**src/rtl/attn_pkg.sv**
```systemverilog
// Shared definitions for the attention-array feeder: default sizes and the
// loader state encoding.
package attn_pkg;

   localparam int DATA_W_DEF      = 16;
   localparam int WORDS_DEF       = 32;
   localparam int TIMEOUT_CYC_DEF = 255;

   localparam logic [2:0] S_IDLE   = 3'd0;
   localparam logic [2:0] S_LOAD_K = 3'd1;
   localparam logic [2:0] S_LOAD_Q = 3'd2;
   localparam logic [2:0] S_LOAD_V = 3'd3;
   localparam logic [2:0] S_RUN    = 3'd4;
   localparam logic [2:0] S_FINISH = 3'd5;

   function automatic logic is_load_state(input logic [2:0] s);
      return (s == S_LOAD_K) || (s == S_LOAD_Q) || (s == S_LOAD_V);
   endfunction

endpackage

```
**src/rtl/qkv_word_buffer.sv**
```systemverilog
// WORDS x DATA_W register bank with one indexed write port; the whole bank is
// presented flat so the PE array sees every element at once.
module qkv_word_buffer
   import attn_pkg::*;
#(
   parameter int DATA_W = DATA_W_DEF,
   parameter int WORDS  = WORDS_DEF,
   localparam int IDX_W = $clog2(WORDS)
) (
   input  logic                      clk,
   input  logic                      rst,
   input  logic                      i_we,
   input  logic [IDX_W-1:0]          i_idx,
   input  logic [DATA_W-1:0]         i_data,
   output logic [DATA_W*WORDS-1:0]   o_buf
);

   genvar gi;
   generate
      for (gi = 0; gi < WORDS; gi++) begin : g_word
         logic [DATA_W-1:0] r_word;
         always_ff @(posedge clk or posedge rst) begin
            if (rst)
               r_word <= '0;
            else if (i_we && (i_idx == IDX_W'(gi)))
               r_word <= i_data;
         end
         assign o_buf[gi*DATA_W +: DATA_W] = r_word;
      end
   endgenerate

endmodule

```
**src/rtl/qkv_stream_loader.sv**
```systemverilog
// Stream-to-operand loader for the 8x8 PE attention array: fills key, query,
// value buffers then runs the array. Optional RUN timeout: QKV_LOADER_TIMEOUT_EN.
module qkv_stream_loader
   import attn_pkg::*;
#(
   parameter int DATA_W      = DATA_W_DEF,
   parameter int WORDS       = WORDS_DEF,
   parameter int TIMEOUT_CYC = TIMEOUT_CYC_DEF
) (
   input  logic                    clk,
   input  logic                    rst,
   input  logic                    start,
   input  logic                    in_valid,
   input  logic [DATA_W-1:0]       in_data,
   output logic                    in_ready,
   output logic [DATA_W*WORDS-1:0] key,
   output logic [DATA_W*WORDS-1:0] query,
   output logic [DATA_W*WORDS-1:0] value,
   output logic                    pe_en,
   input  logic                    pe_all_done,
   output logic                    busy,
   output logic                    done,
   output logic                    err
);

   localparam int IDX_W = $clog2(WORDS);

   logic [2:0]       r_state;
   logic [2:0]       w_state_next;
   logic [IDX_W-1:0] r_word_cnt;
   logic             r_in_ready;
   logic             r_pe_en;
   logic             r_busy;
   logic             r_done;
   logic             r_err;
   logic             w_accept;
   logic             w_last_word;
   logic             w_timeout;

   assign w_accept    = in_valid & r_in_ready;
   assign w_last_word = (r_word_cnt == IDX_W'(WORDS - 1));

`ifdef QKV_LOADER_TIMEOUT_EN
   localparam int TCNT_W = $clog2(TIMEOUT_CYC + 1);
   logic [TCNT_W-1:0] r_run_cnt;

   always_ff @(posedge clk or posedge rst) begin
      if (rst)
         r_run_cnt <= '0;
      else if (r_state != S_RUN)
         r_run_cnt <= '0;
      else
         r_run_cnt <= r_run_cnt + 1'b1;
   end

   // Expiry on the TIMEOUT_CYC-th RUN cycle; a completion seen that same cycle takes priority.
   assign w_timeout = (r_state == S_RUN) && !pe_all_done &&
                      (r_run_cnt == TCNT_W'(TIMEOUT_CYC - 1));
`else
   logic w_unused_timeout_cfg;
   assign w_unused_timeout_cfg = (TIMEOUT_CYC > 0);
   assign w_timeout = 1'b0;
`endif

   always_comb begin
      w_state_next = r_state;
      case (r_state)
         S_IDLE:   if (start) w_state_next = S_LOAD_K;
         S_LOAD_K: if (w_accept && w_last_word) w_state_next = S_LOAD_Q;
         S_LOAD_Q: if (w_accept && w_last_word) w_state_next = S_LOAD_V;
         S_LOAD_V: if (w_accept && w_last_word) w_state_next = S_RUN;
         S_RUN:    if (pe_all_done || w_timeout) w_state_next = S_FINISH;
         S_FINISH: w_state_next = S_IDLE;
         default:  w_state_next = S_IDLE;
      endcase
   end

   // Outputs are decoded from the next state so they change together with it.
   always_ff @(posedge clk or posedge rst) begin
      if (rst) begin
         r_state    <= S_IDLE;
         r_word_cnt <= '0;
         r_in_ready <= 1'b0;
         r_pe_en    <= 1'b0;
         r_busy     <= 1'b0;
         r_done     <= 1'b0;
         r_err      <= 1'b0;
      end else begin
         r_state    <= w_state_next;
         r_in_ready <= is_load_state(w_state_next);
         r_pe_en    <= (w_state_next == S_RUN);
         r_busy     <= (w_state_next != S_IDLE);
         r_done     <= (w_state_next == S_FINISH);
         if (w_accept)
            r_word_cnt <= w_last_word ? '0 : r_word_cnt + 1'b1;
         if ((r_state == S_IDLE) && start)
            r_err <= 1'b0;
         else if (w_timeout)
            r_err <= 1'b1;
      end
   end

   qkv_word_buffer #(.DATA_W(DATA_W), .WORDS(WORDS)) u_key_buf (
      .clk   (clk),
      .rst   (rst),
      .i_we  (w_accept && (r_state == S_LOAD_K)),
      .i_idx (r_word_cnt),
      .i_data(in_data),
      .o_buf (key)
   );

   qkv_word_buffer #(.DATA_W(DATA_W), .WORDS(WORDS)) u_query_buf (
      .clk   (clk),
      .rst   (rst),
      .i_we  (w_accept && (r_state == S_LOAD_Q)),
      .i_idx (r_word_cnt),
      .i_data(in_data),
      .o_buf (query)
   );

   qkv_word_buffer #(.DATA_W(DATA_W), .WORDS(WORDS)) u_value_buf (
      .clk   (clk),
      .rst   (rst),
      .i_we  (w_accept && (r_state == S_LOAD_V)),
      .i_idx (r_word_cnt),
      .i_data(in_data),
      .o_buf (value)
   );

   assign in_ready = r_in_ready;
   assign pe_en    = r_pe_en;
   assign busy     = r_busy;
   assign done     = r_done;
   assign err      = r_err;

endmodule
```
**config.mk**
```make
export PLATFORM = sky130hd
export DESIGN_NAME = qkv_stream_loader
export DESIGN_NICKNAME = d
export VERILOG_FILES = /design/src/rtl/attn_pkg.sv /design/src/rtl/qkv_word_buffer.sv /design/src/rtl/qkv_stream_loader.sv
export SDC_FILE = /design/constraint.sdc
export NUM_CORES = 2
export LEC_CHECK = 0
export BUFFER_PORTS_ARGS = -buffer_cell sky130_fd_sc_hd__buf_2
export CAP_MARGIN = 20
export CORE_AREA = 2 2 605 607
export CTS_CLUSTER_DIAMETER = 40
export CTS_CLUSTER_SIZE = 14
export DETAILED_ROUTE_END_ITERATION = 10
export DIE_AREA = 0 0 607 609
export GPL_TIMING_DRIVEN = 0
export PLACE_DENSITY = 0.37
export SYNTH_ARGS = -nofsm -noshare
export SYNTH_HDL_FRONTEND = slang
export SYNTH_SLANG_ARGS = --single-unit
```
**constraint.sdc**
```tcl
create_clock -name clk -period 56.1 [get_ports clk]
set_clock_uncertainty 0.15 [all_clocks]
set_input_delay 0 -clock clk [delete_from_list [all_inputs] [get_ports clk]]
set_output_delay 0 -clock clk [all_outputs]
set_load 0.02 [all_outputs]
```
==> results.md <==
* Status: finished clean
* Setup Total Neg Slack at 0 ns
* Type of the setup path with the least slack: reg2reg
* Worst EP arrival at ~4.4 ns
* CTS tree: yes
* Final design utilization at roughly a quarter
* GRT overflow at 0
* DRT antenna net count at 0
* Nature of the critical path startpoint: flop
* Met3 routing resource usage after global routing at 5.360%
* Post-detail-place hpwl at about 240000 um
* Combinational share of power at between 20% and 30%
* Transition time of the tightest slew-check pin at 1.234 ns
* Leakage dissipation at 45.54 nW
* Drt initial violations at between 1.5k and 2k
* Sequential-to-total area share from yosys stat at approximately two thirds
* Final hold vios at 0
* Internal power consumption at about 3.0 mW
* Setup Viol. Count Final at 0
* Required time of the critical path at ~57 ns
* Clock H-tree levels at 5
* Area contributors post-synth: sky130_fd_sc_hd__dfrtp_1, sky130_fd_sc_hd__mux2_2, sky130_fd_sc_hd__mux2_1
* Biggest area consumer among synthesized cells: sky130_fd_sc_hd__dfrtp_1
* Layout net count at between 5k and 6k
* CP Capture Type: flop
* Global placement routability congestion at between 0.7 and 0.8
* Avg Vias per Cell at roughly 3.8
* I/O pins at roughly 1.6k
* HP Class: in2reg
* DRC errors left at 0
* Leading post-synthesis cells by instance count: sky130_fd_sc_hd__dfrtp_1, sky130_fd_sc_hd__mux2_2, sky130_fd_sc_hd__clkbuf_1
* Synthesis warning total at 0
* Source-to-sink clock delay at the later pin of the worst-skew pair at 0.88 ns
* Std-Cell Rows at between 200 and 250
* Clock buffer depth at 4
* Wire length of the first global-routing pass at between 300000 and 400000 um
* Routed length per placed instance at 28.62 um
* FFs w/ async S/R, synth at 100.0%
* Clk root buf: sky130_fd_sc_hd__clkbuf_16
* Number of different library cells in the post-synthesis netlist at 35
* Net Sw Power at 1.474 mW
* Portion of total power attributed to the clock network at approximately 45%
* Area of the die at ~370000 um2
* Via count of the first global-routing pass at 41.90k
* Mapped cell area at about 60000 um2
* Clock sink count at 1548
* Number of standard cells after synthesis at 3589
* Count of buffers inserted at the top-level ports at roughly 1.5k
* Fin crit period at approximately 3.9 ns
* Post-synth net total at approximately 3.6k
* Count of buffers added by post-CTS timing repair for setup at 0
* Final worst-path cycle share at under 10%
* Area inside the core boundary at 363900 um2
* Vias after detailed routing at about 40k
* Max_slew headroom at between 15 and 20%
* Chip width at just over 600 um
* Switching share of power at 32.77%
* Share of the synthesized area in the top cell type at between 60% and 70%
* Number of antenna violations at the first check in global routing at between 40 and 50
* Routing usage on met1 at between 10% and 20%
* VDD IR max at ~24 uV
* Fraction of power consumed by sequential logic at approximately a third
* Fillcell total at 38.74k
* Count of flip-flops with a built-in enable after synthesis at 0
* Leading cell type by number of instances after synthesis: sky130_fd_sc_hd__dfrtp_1
* Maximum fanout encountered on the critical timing path at 10
* Average size of a mapped cell at between 15 and 20 um2
* Area Growth Syn to Fin at 45.66%
* Final number of max-transition violations at 0
* 1st-pass router iterations at 6
* GRT Overall Usage at roughly 16%
* Initial standard-cell utilization of the core at 16.18%
* Max-cap violations at 0
* Routing usage on met2 at 28.31%
* Routing layer with the top usage in global route: met2
* Largest net degree at the start of global routing at approximately 130
* Flop2flop setup slack at about 52 ns
* Flip-flop and latch count after synthesis at 1548
* Unrepaired setup endpoints after global routing: false
* Total wire length after detailed routing at 305100 um
* Ratio of cells with drive above 1 in the final layout at between 60% and 70%
* Prevailing post-synth register cell: sky130_fd_sc_hd__dfrtp_1
* Peak clock frequency supported by timing at around 0.26 GHz
* Floorplan die height at about 600 um
* Power Dens Cells at about 52 nW/um2
* CTS buffer count at approximately 330
* Clock transition at path regs at about 0.04 ns
==> power by group through the flow <==
| stage | Clock (mW) | Combinational, mW | Sequential [mW] |
|---|---|---|---|
| detailed placement | 0 | 1.04 | 1.48 |
| floorplan | 0 | 0.275 | 1.75 |
| CTS | 2.06 | 1.05 | 1.46 |
| finish | 2.01 | 1.03 | 1.46 |
| global route | 2.12 | 1.08 | 1.49 |
| global placement | 0 | 1.03 | 1.49 |
==> through the flow <==
stage                     hold WS (ns)  std cells  area, um2  setup slack, ns  power (mW)
after floorplan               -0.04267       3589      58860            12.28       2.030
after global placement          0.1007       9948      72610           -8.868       2.514
after detailed placement      -0.03431      10010      73890            52.14       2.520
after CTS                      0.01142      10640      85620            52.08       4.575
after global routing           0.03997      10640      85680            51.87       4.691
final                           0.1220      10660      85730            52.24       4.498
==> flip-flops by register name, summed over array words and instances, names as in the netlist <==
name and cells:
r_state 3, u_key_buf.g_word.r_word 512, r_word_cnt 5, in_ready 1, u_query_buf.g_word.r_word 512, pe_en 1, done 1, u_value_buf.g_word.r_word 512
busy 1
==> critical path, cell delays in order (launching register included) <==
cell and delay [ns]:
sky130_fd_sc_hd__dfrtp_1 0.44, sky130_fd_sc_hd__ha_1 0.40, sky130_fd_sc_hd__and3_1 0.24, sky130_fd_sc_hd__ha_1 0.39, sky130_fd_sc_hd__nand4b_1 0.30, sky130_fd_sc_hd__nor3_4 0.38
sky130_fd_sc_hd__buf_16 0.20, sky130_fd_sc_hd__clkbuf_1 0.74, sky130_fd_sc_hd__mux2_2 0.42
==> layout make-up <==
cell class	count	area [um2]	share of cell area, %
timing repair buffer	1639	9279	10.82
inverter	8	37.54	0.04378
multi-input combinational	1712	18690	21.80
clock inverter	157	2267	2.644
clock buffer	439	9189	10.72
tap	4816	6026	7.029
sequential	1548	38740	45.18
antenna	21	52.55	0.06130
buffer	321	1454	1.696
==> kinds of logic (layout without fill, tap and decap cells) <==
| family | count (synthesis) | in the layout | share of synthesized area (%) |
|---|---|---|---|
| simple gates | 155 | 155 | 2.007 |
| compound gates | 8 | 8 | 0.08077 |
| flops | 1548 | 1548 | 65.81 |
| fa+ha+maj | 6 | 6 | 0.1275 |
| xor+xnor | 1 | 1 | 0.01488 |
| other cells | 1 | 22 | 0.006371 |
| buf+inv | 329 | 2564 | 2.474 |
| mux | 1541 | 1541 | 29.48 |
==> worst paths after layout <==
kind                                                 from                               end  depth (start not counted)
hold / removal                                   in_valid                     r_word_cnt[4]                          4
setup / recovery                            r_word_cnt[0]    u_key_buf.g_word[31].r_word[2]                          8
max in group asynchronous                             rst  u_query_buf.g_word[18].r_word[7]                          9
min in group asynchronous                             rst    u_key_buf.g_word[27].r_word[0]                          4
setup reg to reg                            r_word_cnt[0]    u_key_buf.g_word[31].r_word[2]                          8
hold reg to reg            u_key_buf.g_word[22].r_word[9]    u_key_buf.g_word[22].r_word[9]                          1
==> timing repair <==
action | 4_1_cts | 5_1_grt
resized for setup | 0 | 0
hold buffers | 27 | 0
endpoints found under the hold margin | 1401 | 0
==> cell usage in the layout, fill, tap and decap left out, types with 4 or more instances in the layout <==
cell and instances:
sky130_fd_sc_hd__or4_1 14, sky130_fd_sc_hd__nor2_1 4, sky130_fd_sc_hd__and3_1 19, sky130_fd_sc_hd__nor4bb_1 4, sky130_fd_sc_hd__nand2_1 7, sky130_fd_sc_hd__clkbuf_1 209
sky130_fd_sc_hd__dlygate4sd3_1 26, sky130_fd_sc_hd__clkbuf_8 50, sky130_fd_sc_hd__clkbuf_16 331, sky130_fd_sc_hd__mux2_1 107, sky130_fd_sc_hd__clkinvlp_4 26, sky130_fd_sc_hd__ha_1 6
sky130_fd_sc_hd__nand4_1 4, sky130_fd_sc_hd__buf_6 18, sky130_fd_sc_hd__clkinv_4 16, sky130_fd_sc_hd__nor3_4 4, sky130_fd_sc_hd__buf_2 1677, sky130_fd_sc_hd__clkinv_2 41
sky130_fd_sc_hd__inv_8 4, sky130_fd_sc_hd__nand3_1 37, sky130_fd_sc_hd__mux2_2 1431, sky130_fd_sc_hd__nor3_2 28, sky130_fd_sc_hd__clkinv_16 9, sky130_fd_sc_hd__clkinv_8 5
sky130_fd_sc_hd__buf_8 13, sky130_fd_sc_hd__clkbuf_2 23, sky130_fd_sc_hd__dfrtp_1 1548, sky130_fd_sc_hd__buf_12 9, sky130_fd_sc_hd__and4bb_2 8, sky130_fd_sc_hd__nor4b_2 4
sky130_fd_sc_hd__nand4b_1 12, sky130_fd_sc_hd__inv_6 16, sky130_fd_sc_hd__buf_16 25, sky130_fd_sc_hd__bufinv_16 38, sky130_fd_sc_hd__diode_2 21, sky130_fd_sc_hd__o21ai_0 5
sky130_fd_sc_hd__buf_4 17, sky130_fd_sc_hd__inv_1 7
==> per-layer routing <==
layer	wire, um	up-vias
met2	154300	1585
met4	10680	4
met3	25640	438
li1	-	16800
met1	114400	21250
met5	20	-
Power figures use the tool's default switching activity.
